### src/rtl/cla_32bit.sv
// 32-bit two-level carry-lookahead adder with registered sum/cout/out_valid.
// Define CLA_32BIT_INREG_EN to add an input register stage (2-cycle latency).
module cla_32bit (
   input  logic        clk,
   input  logic        rst_n,
   input  logic [31:0] a,
   input  logic [31:0] b,
   input  logic        cin,
   input  logic        in_valid,
   output logic [31:0] sum,
   output logic        cout,
   output logic        out_valid
);

   logic [31:0] opa;
   logic [31:0] opb;
   logic        opc;
   logic        opv;

   logic [31:0] g;
   logic [31:0] p;
   logic [31:0] c;
   logic [7:0]  grpg;
   logic [7:0]  grpp;
   logic [7:0]  grpcin;
   logic [1:0]  secg;
   logic [1:0]  secp;
   logic [1:0]  seccin;
   logic        carryout;

   // Carries into positions 0..3 of a 4-wide lookahead block, all flattened from ci.
   function automatic logic [3:0] lookahead(input logic [3:0] gi, input logic [3:0] pi,
                                            input logic ci);
      logic [3:0] cc;
      cc[0] = ci;
      cc[1] = gi[0] | (pi[0] & ci);
      cc[2] = gi[1] | (pi[1] & gi[0]) | (pi[1] & pi[0] & ci);
      cc[3] = gi[2] | (pi[2] & gi[1]) | (pi[2] & pi[1] & gi[0]) | (pi[2] & pi[1] & pi[0] & ci);
      return cc;
   endfunction

   function automatic logic blockgen(input logic [3:0] gi, input logic [3:0] pi);
      return gi[3] | (pi[3] & gi[2]) | (pi[3] & pi[2] & gi[1]) | (pi[3] & pi[2] & pi[1] & gi[0]);
   endfunction

`ifdef CLA_32BIT_INREG_EN
   always_ff @(posedge clk or negedge rst_n) begin
      if (!rst_n) begin
         opa <= '0;
         opb <= '0;
         opc <= 1'b0;
         opv <= 1'b0;
      end else begin
         opa <= a;
         opb <= b;
         opc <= cin;
         opv <= in_valid;
      end
   end
`else
   assign opa = a;
   assign opb = b;
   assign opc = cin;
   assign opv = in_valid;
`endif

   assign g = opa & opb;
   assign p = opa ^ opb;

   always_comb begin
      grpg = '0;
      grpp = '0;
      for (int k = 0; k < 8; k++) begin
         grpg[k] = blockgen(g[4*k +: 4], p[4*k +: 4]);
         grpp[k] = &p[4*k +: 4];
      end
   end

   always_comb begin
      secg = '0;
      secp = '0;
      for (int s = 0; s < 2; s++) begin
         secg[s] = blockgen(grpg[4*s +: 4], grpp[4*s +: 4]);
         secp[s] = &grpp[4*s +: 4];
      end
   end

   always_comb begin
      seccin[0] = opc;
      seccin[1] = secg[0] | (secp[0] & opc);
      carryout  = secg[1] | (secp[1] & secg[0]) | (secp[1] & secp[0] & opc);
   end

   always_comb begin
      grpcin = '0;
      for (int s = 0; s < 2; s++) begin
         grpcin[4*s +: 4] = lookahead(grpg[4*s +: 4], grpp[4*s +: 4], seccin[s]);
      end
   end

   // Ripple never spans more than one group: each group's bit carries come from its own cin.
   always_comb begin
      c = '0;
      for (int k = 0; k < 8; k++) begin
         c[4*k +: 4] = lookahead(g[4*k +: 4], p[4*k +: 4], grpcin[k]);
      end
   end

   always_ff @(posedge clk or negedge rst_n) begin
      if (!rst_n) begin
         sum       <= '0;
         cout      <= 1'b0;
         out_valid <= 1'b0;
      end else begin
         out_valid <= opv;
         if (opv) begin
            sum  <= p ^ c;
            cout <= carryout;
         end
      end
   end

endmodule

### config.mk
export PLATFORM = sky130hd
export DESIGN_NAME = cla_32bit
export DESIGN_NICKNAME = d
export VERILOG_FILES = /design/src/rtl/cla_32bit.sv
export SDC_FILE = /design/constraint.sdc
export NUM_CORES = 1
export LEC_CHECK = 0
export CAP_MARGIN = 20
export CORE_MARGIN = 2
export CORE_UTILIZATION = 44
export DETAILED_ROUTE_END_ITERATION = 8
export PLACE_DENSITY = 0.81
export SYNTH_ARGS = -nofsm -noshare
export SYNTH_HDL_FRONTEND = slang
export SYNTH_SLANG_ARGS = --single-unit
### constraint.sdc
create_clock -name clk -period 0.95 [get_ports clk]
set_input_delay 0.19 -clock clk [delete_from_list [all_inputs] [get_ports clk]]
set_output_delay 0.19 -clock clk [all_outputs]
set_load 0.03 [all_outputs]
Word level (Yosys, flattened, before mapping)
Index checks and enable logic that the tools add are counted.

Word-level logic and storage cells: 253. Register bits after elaboration: 34. Input port bits: 68. Output and inout port bits: 34.

Reductions and logical operators: 10. Bitwise gates (word level): 240.

Operator list (count): $and A1 B1 Y1 (144); $or A1 B1 Y1 (93); $xor A32 B32 Y32 (2); $and A32 B32 Y32 (1); $reduce_and A16 Y1 (2); $reduce_and A4 Y1 (8).

Longest topological paths before layout
Gate-level depths: netlist of the first run.

Depth after elaboration: 15. Mapped depth: 11. Gate-level depth less buffers: 11.

Least setup slack after synthesis of the first run
No wires, ideal clock.

Path type: input to register. From: input port a[2]. To: register sum[28]. Setup slack: -1790 ps. Stages on the path: 10. Required time: 825 ps. Arrival: 2616 ps. Cells stage by stage: ha_1 -> and2_4 -> a221oi_2 -> a21boi_2 -> o21a_1 -> o21a_1 -> o21a_1 -> or2_2 -> fa_1 -> mux2_2.

Word-level cells in the longest chain between the ends: 11. Elaborated cells on any way between the ends: 18. Classes of those cells: 17 x bitwise; 1 x reduce/logical.

Ends and longest elaborated chain: start: declaration (line 6) `input logic [31:0] a,`; $and A32 B32 Y32 or $xor A32 B32 Y32 (tied branches) (line 67, 68); $and A1 B1 Y1 (line 43) `return gi[3] | (pi[3] & gi[2]) | (pi[3] & pi[2] & gi[1]) | (pi[3] & pi[2] & pi[1] & gi[0]);`; $or A1 B1 Y1 or $and A1 B1 Y1 (tied branches) (2 in series) (line 43); $or A1 B1 Y1 (line 43); $and A1 B1 Y1 (line 43); $or A1 B1 Y1 (line 43); $or A1 B1 Y1 * (line 90) `seccin[1] = secg[0] | (secp[0] & opc);`; $and A1 B1 Y1 * (line 38) `cc[3] = gi[2] | (pi[2] & gi[1]) | (pi[2] & pi[1] & gi[0]) | (pi[2] & pi[1] & pi[0] & ci);`; $or A1 B1 Y1 * (line 38); $xor A32 B32 Y32 * (line 117) `sum <= p ^ c;`; end signal: assignment (line 117); end: declaration (line 10) `output logic [31:0] sum,`.

Every way passes the cells marked *; elsewhere a longest branch is shown, timed or not. A chain may end at the register's enable or synchronous reset.

Final worst setup path of the first run
From: input port b[24]. To: register sum[28].

Word-level cells in the longest chain between the ends: 7. Elaborated cells on any way between the ends: 14. Classes of those cells: 13 x bitwise; 1 x reduce/logical.

Ends and longest elaborated chain: start: declaration (line 7) `input logic [31:0] b,`; $xor A32 B32 Y32 or $and A32 B32 Y32 (tied branches) (line 68, 67); $reduce_and A4 Y1 or $and A1 B1 Y1 (tied branches) (line 75, 43); $and A1 B1 Y1 or $or A1 B1 Y1 (tied branches) (line 38, 43); $or A1 B1 Y1 or $and A1 B1 Y1 (tied branches) (2 in series) (line 38); $or A1 B1 Y1 * (line 38); $xor A32 B32 Y32 * (line 117).

Marks and branches as above.

==> results of run 1 <==
[area by class of cell]
cell class                      count  area (um2)  area share, %
Tap cell                           75        93.8           1.68
Timing Repair Buffer              226        2010           35.9
Multi-Input combinational cell    215        2500           44.8
Inverter                           11        48.8          0.872
Clock buffer                        7        86.3           1.54
Sequential cell                    34         851           15.2
Clock inverter                      1        5.00         0.0895
[worst max-delay path, delay by kind of cell]
family                     cells  cell delay [ps]
AOI/OAI and AO/OA              2              350
adders and majority gates      2              810
muxes                          1              270
buffers and inverters          1              480
and+or+nand+nor                3              580
[registers in the layout, summed over array words and instances, names as in the netlist]
signal and cells:
cout 1, sum 32, out_valid 1
[cell families (layout without fill, tap and decap cells)]
family | after synthesis | after routing
AOI/OAI and AO/OA | 74 | 74
xor gates and xnor gates | 16 | 16
adders and majority gates | 40 | 40
buffers and inverters | 17 | 245
DFF | 34 | 34
muxes | 16 | 16
and+or+nand+nor | 69 | 69
[stage by stage]
step	setup TNS, ps	power (uW)	hold WS (ps)	std cells
3_5_place_dp	-52420	5170	169	505
5_1_grt	-39290	8320	298	569
4_1_cts	-32850	7090	256	541
6_report	-37880	8120	304	569
2_1_floorplan	-30270	3670	-106	266
3_3_place_gp	-51110	5090	167	505
[timing repair]
item | 4_1_cts | 5_1_grt
endpoints found under the hold margin | 34 | 0
hold buffers | 1 | 0
pin swaps | 69 | 50
setup endpoints to repair | 67 | 66
gates resized for setup | 226 | 89
setup buffers | 36 | 29
[metal layers]
layer / wire, um / GRT usage (%) / up-vias
met1: 4990 / 36.4 / 1697
met4: 1240 / 16.1 / 0
met5: 0 / 0 / -
met3: 1470 / 7.33 / 127
li1: - / - / 1426
met2: 7250 / 63.6 / 335
[Yosys cell counts, types with 2 or more instances]
master	number
ha_1	32
nand2_1	22
o211ai_1	3
dfrtp_1	34
o31ai_1	2
nand3_1	4
xor2_1	2
o21ai_0	11
a31oi_1	3
or3_1	4
nor2_1	20
o21a_1	9
fa_1	8
nand3b_1	3
and3_1	3
clkbuf_1	6
xnor2_1	14
mux2_2	16
o311ai_0	4
o21bai_1	2
inv_1	11
o2111ai_1	3
nor3_1	6
a21o_1	4
nor2b_1	3
a21oi_1	25
[placed cells by master, fill, tap and decap left out, types with 3 or more instances in the layout]
| cell | instances |
|---|---|
| clkbuf_8 | 6 |
| inv_2 | 3 |
| ha_1 | 8 |
| buf_4 | 108 |
| clkdlybuf4s50_1 | 16 |
| fa_2 | 8 |
| dlygate4sd2_1 | 10 |
| xnor2_2 | 5 |
| ha_4 | 23 |
| clkbuf_2 | 14 |
| o311ai_1 | 3 |
| nand2_1 | 15 |
| nand3b_1 | 3 |
| o211ai_1 | 3 |
| buf_12 | 5 |
| a21oi_1 | 9 |
| nand2_2 | 3 |
| o21a_1 | 6 |
| a21oi_4 | 6 |
| buf_2 | 8 |
| a21o_1 | 4 |
| a21oi_2 | 10 |
| nor3_2 | 4 |
| mux2_2 | 4 |
| inv_1 | 7 |
| o21ai_2 | 5 |
| xnor2_1 | 9 |
| dfrtp_1 | 34 |
| and3_4 | 3 |
| nor2_1 | 17 |
| buf_6 | 56 |
| mux2_4 | 12 |
| dlymetal6s2s_1 | 4 |
| nand2_4 | 4 |
[power breakdown]
| part | total (uW) | internal [uW] | switching (uW) | leakage (uW) |
|---|---|---|---|---|
| combinational | 4870 | 2510 | 2360 | 0.00210 |
| clock | 1190 | 587 | 606 | 0.0000482 |
| sequential | 2060 | 1760 | 292 | 0.000398 |
| total | 8120 | 4860 | 3260 | 0.00254 |
[path summary, 6_finish.rpt]
kind | to | slack (ps)
worst max register to register | sum[22] | -70
worst min-delay path | out_valid | 300
min in group asynchronous | sum[21] | 400
max in group asynchronous | sum[13] | 350
worst min register to register | sum[24] | 550
worst max-delay path | sum[28] | -1550
==> impl_metrics.tcl, run 1 <==
set metrics [dict create \
    p_leak_uw 0.00254 \
    crit_path_max_fanout 2 \
    hold_path_class "primary input to flop" \
    dieArea_um2 6540 \
    layout-drive-gt1-share_pct 65.2 \
    io_buffers 101 \
    post_dp_cell_area_um2 4330 \
    post-route-min-period_ps 2500 \
    rsz0062_at_grt "yes" \
    cp.required_ps 1130 \
    clkSlewWorstSetupHoldPaths_ps 80 \
    nets 601 \
    grt_pass1_wl_um 17000 \
    hp-start "in_valid" \
    path_cells "clkdlybuf4s50_1 -> ha_1 -> nand3_1 -> nor2_2 -> o21a_1 -> o21a_1 -> or2_4 -> fa_2 -> mux2_4" \
    synth_area_leaders "dfrtp_1 (33%), ha_1 (15%), mux2_2 (6.9%)" \
    ios 102 \
    first_pass_iters 5 \
    gr-total-overflow 0 \
    drv_cap 0 \
    skew_ps 0 \
    ant_nets 0 \
    avgViaCountPerCell 6.30 \
    ys_seq_elements 34 \
    cp-startpoint "b[24]" \
    coreArea_um2 5820 \
    grt_usage_pct 34.1 \
    worstHoldPathCells 2 \
    yosysUniqueCellTypes 38 \
    setup_slack_ps -1550 \
    fin_crit_sh_pct 264 \
    path_class "primary input to flop" \
    synth_top_family_by_area "adder cells" \
    cp_slowest_stage_delay_ps 480 \
    ys_async_sr_fraction_pct 100 \
    fp-row-count 28 \
    yosysTopAreaCellShare_pct 32.7 \
    synth_flop_cell "dfrtp_1" \
    status "finished, violations left" \
    muxShareOfSynthArea_pct 6.93 \
    violations "setup timing" \
    yosysWarnings 0 \
    r2r_start "sum[22]" \
    first_global_vias 3457 \
    maxSlewHeadroom_pct 74.0 \
    tightest_slew_ps 383 \
    clkLatencyLatePin_ps 290 \
    worstPathArrival_ps 2680 \
    wl_per_cell_um 26.3 \
    pre_cts_ws_ps -2120 \
    antenna_found_initial 0 \
    cts_max_level 2 \
    place_hpwl_um 5830 \
    fillers 118 \
    grt_max_degree 35 \
    cts_tree "built" \
    wirelength_um 14900 \
    synth-xor-area-share_pct 5.39 \
    finalHoldViolations 0 \
    antenna_cells 0 \
    synth-seq-area-share_pct 32.7 \
    endpoint_kind "flop" \
    root_buffer "clkbuf_8" \
    ir_drop_uv 1300 \
    synth_fa_ha_area_share_pct 21.5 \
    fin_util_pct 96.2 \
    p_per_area_nw_per_um2 1450 \
    postSynthCellCount 266 \
    cp_slowest_cell "clkdlybuf4s50_1" \
    cts.sinks 34 \
    gp_congestion 0.859 \
    fmax_ghz 0.399 \
    drc 0 \
    final_cell_area_um2 5590 \
    synth_area_um2 2600 \
    clk_path_buf_depth 2 \
    setup_viol 67 \
    worstSetupStartpointType "primary input" \
    syn_area_per_cell_um2 9.78 \
    drt_iter0_drc 322 \
    synth_edf_count 0 \
    syn_nets 374 \
    area_delta_synth_final_pct 115 \
    synth_compound_area_share_pct 18.6 \
    numCtsBuffers 5 \
    synthSimpleGateAreaFrac_pct 12.4 \
    die_y_um 80.9 \
    rr_worst_depth 4 \
    vias 3585 \
    die_x_um 80.9 \
    path_common_cell "o21a_1" \
    slew_viol_final 0 \
    initial_core_util_pct 44.7 \
    yosysTopAreaCell "dfrtp_1" \
]
No activity file was read; power rests on OpenSTA's default activity.
==> run 2, diff against run 1 <==
ABC_CLOCK_PERIOD_IN_PS = 950   (was unset)
CTS_BUF_LIST = sky130_fd_sc_hd__clkbuf_4 sky130_fd_sc_hd__clkbuf_8 sky130_fd_sc_hd__clkbuf_16   (was unset)
SKIP_LAST_GASP = 1   (was unset)
==> run 2 against run 1 <==
- the flow now stops in global routing (5_1_grt)
- synthesized cell count did not move
- area after synthesis did not move
==> impl_metrics.tcl, run 2 <==
set metrics [dict create \
    gp_congestion 0.859 \
    crit_endpoint "sum[28]$_DFFE_PN0P_/D" \
    syn_area_per_cell_um2 9.78 \
    clk_path_buf_depth 2 \
    gr-total-overflow 3 \
    grt_usage_pct 66.6 \
    die_y_um 80.9 \
    cts.sinks 34 \
    worstEpCategory "sequential cell input" \
    grt_max_degree 35 \
    numCtsBuffers 5 \
    ys_seq_elements 34 \
    synth_edf_count 0 \
    ys_async_sr_fraction_pct 100 \
    yosysTopAreaCellShare_pct 32.7 \
    antenna_found_initial 1 \
    synth.most_common_cell "dfrtp_1" \
    yosysWarnings 0 \
    pre_cts_ws_ps -2120 \
    root_buffer "clkbuf_8" \
    yosysTopAreaCell "dfrtp_1" \
    synth_area_um2 2600 \
    place_hpwl_um 5830 \
    fp-row-count 28 \
    io_buffers 101 \
    cts_max_level 2 \
    stop_stage "global routing (5_1_grt)" \
    synthTopCellsByCount "dfrtp_1 (34), ha_1 (32), a21oi_1 (25), nand2_1 (22), nor2_1 (20)" \
    syn_nets 374 \
    status "did not finish" \
    die_x_um 80.9 \
    initial_core_util_pct 44.7 \
    firstError "[ERROR GRT-0232] Routing congestion too high. Check the congestion heatmap in the GUI." \
    synth-seq-area-share_pct 32.7 \
    postSynthCellCount 266 \
    yosysUniqueCellTypes 38 \
    synth_flop_cell "dfrtp_1" \
    ios 102 \
    synth_area_leaders "dfrtp_1 (33%), ha_1 (15%), mux2_2 (6.9%)" \
]
run 2: metal layers:
layer	track usage, %	GRT overflow
met5	0	0
met2	84.8	1
met4	64.7	2
met3	47.7	0
met1	69.5	0
run 2: cell families after synthesis:
logic type	count (synthesis)	share of synthesized area, %
compound gates	74	18.6
xor+xnor	16	5.39
fa+ha+maj	40	21.5
buf+inv	17	2.45
flops	34	32.7
mux	16	6.93
simple gates	69	12.4
run 2: through the flow:
step           area, um2  instances  setup TNS [ps]  hold slack, ps  utilization, %
2_1_floorplan       2770        266          -30270            -106               -
3_3_place_gp        4330        505          -51110             167            74.5
3_5_place_dp        4330        505          -52420             169            74.5
4_1_cts             5130        541          -33080             256            88.2
run 2: what timing repair did:
action,in CTS
endpoints found under the hold margin,34
gates cloned,0
gates resized for setup,218
setup endpoints to repair,67
setup buffers,36
hold buffers,1
pin swaps,69
==> run 3, diff against run 2 <==
CORE_UTILIZATION = 40   (was 44)
CTS_BUF_LIST = unset   (was sky130_fd_sc_hd__clkbuf_4 sky130_fd_sc_hd__clkbuf_8 sky130_fd_sc_hd__clkbuf_16)
PLACE_DENSITY = unset   (was 0.81)
PLACE_DENSITY_LB_ADDON = 0.15   (was unset)
==> run 3 against run 2 <==
- the flow now finishes, with violations (setup timing)
==> impl_metrics.tcl, run 3 (synthesis results as in run 1) <==
set metrics [dict create \
    path_class "primary input to flop" \
    slew_viol_final 0 \
    rsz0062_at_grt "yes" \
    fillers 304 \
    nets 595 \
    endpoint_kind "flop" \
    drt_iter0_drc 100 \
    first_global_vias 3127 \
    root_buffer "clkbuf_8" \
    clkLatencyLatePin_ps 290 \
    finalSetupTns_ps -34340 \
    gr-total-overflow 0 \
    wl_per_cell_um 17.9 \
    die_x_um 84.6 \
    wirelength_um 10100 \
    initial_core_util_pct 41.2 \
    finalHoldViolations 0 \
    fp-row-count 29 \
    skew_ps 0 \
    p_leak_uw 0.00250 \
    drv_cap 0 \
    cts_tree "built" \
    whs_ps 280 \
    pre_cts_ws_ps -2130 \
    setup_viol 66 \
    multi_input_area_um2 2400 \
    vias 3018 \
    cts_max_level 2 \
    layout_commonest_cell "buf_4" \
    antenna_found_initial 0 \
    cts.sinks 34 \
    crit_family "adder cells" \
    clkSlewWorstSetupHoldPaths_ps 70 \
    worstSetupStartpointType "primary input" \
    layout-drive-gt1-share_pct 61.7 \
    status "finished, violations left" \
    maxSlewHeadroom_pct 78.6 \
    reg_top3 "sum (32), cout (1), out_valid (1)" \
    io_buffers 101 \
    path_common_cell "o21a_1" \
    antenna_cells 0 \
    place_hpwl_um 5820 \
    top_register "sum" \
    ir_drop_uv 1220 \
    path_cells "dlygate4sd2_1 -> ha_4 -> and3_1 -> and3_4 -> a22o_1 -> o21a_1 -> o21a_1 -> or2_4 -> fa_2 -> mux2_4" \
    fin_crit_sh_pct 252 \
    cp.required_ps 1130 \
    tightest_slew_ps 317 \
    die_y_um 84.6 \
    cp_slowest_cell "fa_2" \
    clk_path_buf_depth 2 \
    grt_pass1_wl_um 14300 \
    crit_buf_inv 1 \
    numCtsBuffers 5 \
    gp_congestion 0.813 \
    grt_max_degree 35 \
    coreArea_um2 6310 \
    worstPathArrival_ps 2570 \
    first_pass_iters 4 \
    p_per_area_nw_per_um2 1420 \
    ant_nets 0 \
    ios 102 \
    final-seq-area_um2 851 \
    drc 0 \
    setup_slack_ps -1440 \
    avgViaCountPerCell 5.34 \
    violations "setup timing" \
    grt_usage_pct 24.7 \
    cp_slowest_stage_delay_ps 410 \
    post-route-min-period_ps 2390 \
    final_cell_mix "buf_4 (104), buf_6 (49), dfrtp_1 (34), ha_4 (23), nor2_1 (19)" \
    dieArea_um2 7160 \
    largest_reg_flops 32 \
    fmax_ghz 0.418 \
    area_delta_synth_final_pct 111 \
    hold_path_class "primary input to flop" \
    crit_path_max_fanout 4 \
]
[run 3: worst paths after layout]
path                          start         to  slack [ps]  cells past startpoint
max                           b[15]    sum[28]       -1440                     10
min                        in_valid  out_valid         280                      2
max reg2reg                    cout       cout         -30                      4
min reg2reg                 sum[10]    sum[10]         540                      1
max in group asynchronous     rst_n    sum[15]         380                      3
min in group asynchronous     rst_n    sum[20]         370                      3
[run 3: per-layer routing]
layer  vias to the layer above  track usage [%]  share of wire, %
met4                         0             6.78               2.5
met1                      1464             28.5                37
li1                       1403                -                 -
met5                         -                0                 0
met2                       123             46.4                55
met3                        28             4.52               5.2
[run 3: what timing repair did]
action | CTS | global route
setup buffers | 36 | 26
gates resized for setup | 238 | 52
endpoints found under the setup margin | 67 | 66
endpoints found under the hold margin | 34 | 0
pin swaps | 77 | 43
hold buffers | 1 | 0
[run 3: report_power, final]
part / internal, uW / switching (uW) / total, uW
Clock: 733 / 587 / 1320
Sequential: 1770 / 261 / 2030
Combinational: 2420 / 2010 / 4430
Total: 4920 / 2860 / 7780
[run 3: stage by stage]
step	util [%]	instances	area (um2)	power, uW
after detailed placement	69.5	512	4390	5230
after global routing	86.7	565	5480	8120
after global placement	69.5	512	4390	5160
after floorplan	-	266	2770	3670
final	86.7	565	5480	7780
after CTS	82.7	551	5220	7280
[run 3: cell type report]
class,count,area share [%]
clock buffer,8,2.01
inverter,11,0.891
multi-input combinational,215,43.8
sequential,34,15.5
tap,77,1.76
timing repair buffer,220,36.0
==> run 4, diff against run 3 <==
SKIP_LAST_GASP = unset   (was 1)
==> run 4 against run 3 <==
- the flow still finishes with violations (setup timing)
- critical path depth unchanged
- wire length fell by 1.2%
- sequential share of layout area decreased by 0.17 points
- via count is 0.56% higher
- clock power about the same
- final cell count rose by 0.71%
- fmax is 1.3% higher
- hold slack lost 2.6 ps
- critical path type unchanged
==> impl_metrics.tcl, run 4 (synthesis results as in run 1) <==
set metrics [dict create \
    power_frac_seq_pct 25.9 \
    layout-drive-gt1-share_pct 62.2 \
    antenna_cells 0 \
    endpoint_kind "flop" \
    avgViaCountPerCell 5.33 \
    cts.sinks 34 \
    die_x_um 84.6 \
    cp-startpoint "b[15]" \
    wirelength_um 9990 \
    post_dp_cell_area_um2 4390 \
    fmax_ghz 0.424 \
    layout_commonest_cell "buf_4" \
    coreArea_um2 6310 \
    met2_length_um 5560 \
    ant_nets 0 \
    first_global_vias 3133 \
    worstSetupStartpointType "primary input" \
    worstPathArrival_ps 2540 \
    setup_viol 66 \
    post-route-min-period_ps 2360 \
    grt_pass1_wl_um 14300 \
    hold_path_class "primary input to flop" \
    place_hpwl_um 5820 \
    p_clk_share_pct 16.9 \
    pre_cts_ws_ps -2130 \
    r2r_start "cout" \
    gp_congestion 0.813 \
    cts_tree "built" \
    finalSetupTns_ps -34390 \
    clk_path_buf_depth 2 \
    finalHoldViolations 0 \
    fin_util_pct 87.7 \
    comb_power_share_pct 57.2 \
    wl_per_cell_um 17.6 \
    vias 3035 \
    rsz0062_at_grt "yes" \
    top_register "sum" \
    io_buffers 101 \
    violations "setup timing" \
    largest_reg_flops 32 \
    ir_drop_uv 1120 \
    grt_max_degree 35 \
    crit_path_max_fanout 4 \
    area_delta_synth_final_pct 113 \
    initial_core_util_pct 41.2 \
    nets 599 \
    status "finished, violations left" \
    final_cell_area_um2 5540 \
    fp-row-count 29 \
    met1_length_um 3730 \
    grt_usage_pct 24.6 \
    drt_iter0_drc 94 \
    wl_met3_um 502 \
    path_class "primary input to flop" \
    switching_share_pct 36.5 \
    fin_crit_sh_pct 248 \
    dieArea_um2 7160 \
    ios 102 \
    highest_layer "met4" \
    skew_ps 0 \
    tightest_slew_ps 319 \
    clkLatencyLatePin_ps 290 \
    p_int_uw 4960 \
    numCtsBuffers 5 \
    p_sw_uw 2850 \
    slew_viol_final 0 \
    drv_cap 0 \
    setup_slack_ps -1410 \
    cp.required_ps 1130 \
    root_buffer "clkbuf_8" \
    reg_top3 "sum (32), cout (1), out_valid (1)" \
    p_per_area_nw_per_um2 1410 \
    drc 0 \
    die_y_um 84.6 \
    hp-start "in_valid" \
    first_pass_iters 4 \
    cts_max_level 2 \
    final_cell_mix "buf_4 (102), buf_6 (54), dfrtp_1 (34), ha_4 (23), nor2_1 (20)" \
    gr-total-overflow 0 \
    whs_ps 278 \
    antenna_found_initial 0 \
    p_leak_uw 0.00251 \
    maxSlewHeadroom_pct 78.5 \
    clkSlewWorstSetupHoldPaths_ps 70 \
]
==> run 4: repair_timing <==
action / in CTS / in global routing
endpoints found under the setup margin: 67 / 66
hold endpoints to repair: 34 / 0
resized for setup: 245 / 55
buffers inserted: 36 / 27
pin swaps: 77 / 50
hold buffers: 1 / 0
==> run 4: cell type report <==
class	count	area, um2
Timing Repair Buffer	224	2030
Sequential cell	34	851
Fill cell	305	777
Inverter	11	48.8
Clock buffer	8	110
Multi-Input combinational cell	215	2400
Tap cell	77	96.3
==> run 4: worst max-delay path: stages <==
cell           delay (ps)
dlygate4sd2_1         260
ha_4                  260
and3_1                140
and3_4                170
a22o_1                210
o21a_1                220
o21a_1                190
or2_4                 240
fa_2                  400
mux2_4                260
==> run 4: metrics by stage <==
stage,instances,total power [uW]
after floorplan,266,3670
after global placement,512,5160
after detailed placement,512,5230
after CTS,551,7310
after global routing,569,8170
final,569,7810
==> run 4: worst paths after layout <==
path,to,slack (ps),cells past startpoint
setup / recovery,sum[28],-1410,10
hold / removal,out_valid,280,2
setup reg to reg,cout,-50,4
hold reg to reg,sum[10],530,1
max in group asynchronous,out_valid,370,3
min in group asynchronous,sum[20],370,3
==> run 4: power groups by stage <==
stage	Clock [uW]	Sequential (uW)	Combinational, uW
2_1_floorplan	0	2590	1080
3_3_place_gp	0	1970	3190
4_1_cts	1310	2010	3990
6_report	1320	2020	4470
3_5_place_dp	0	1980	3250
5_1_grt	1380	2050	4730
==> run 4: per-layer routing <==
layer  GRT usage [%]  vias to the layer above
li1                -                     1413
met1            28.5                     1499
met2            46.1                      108
met3            4.42                       15
met4            6.49                        0
met5               0                        -
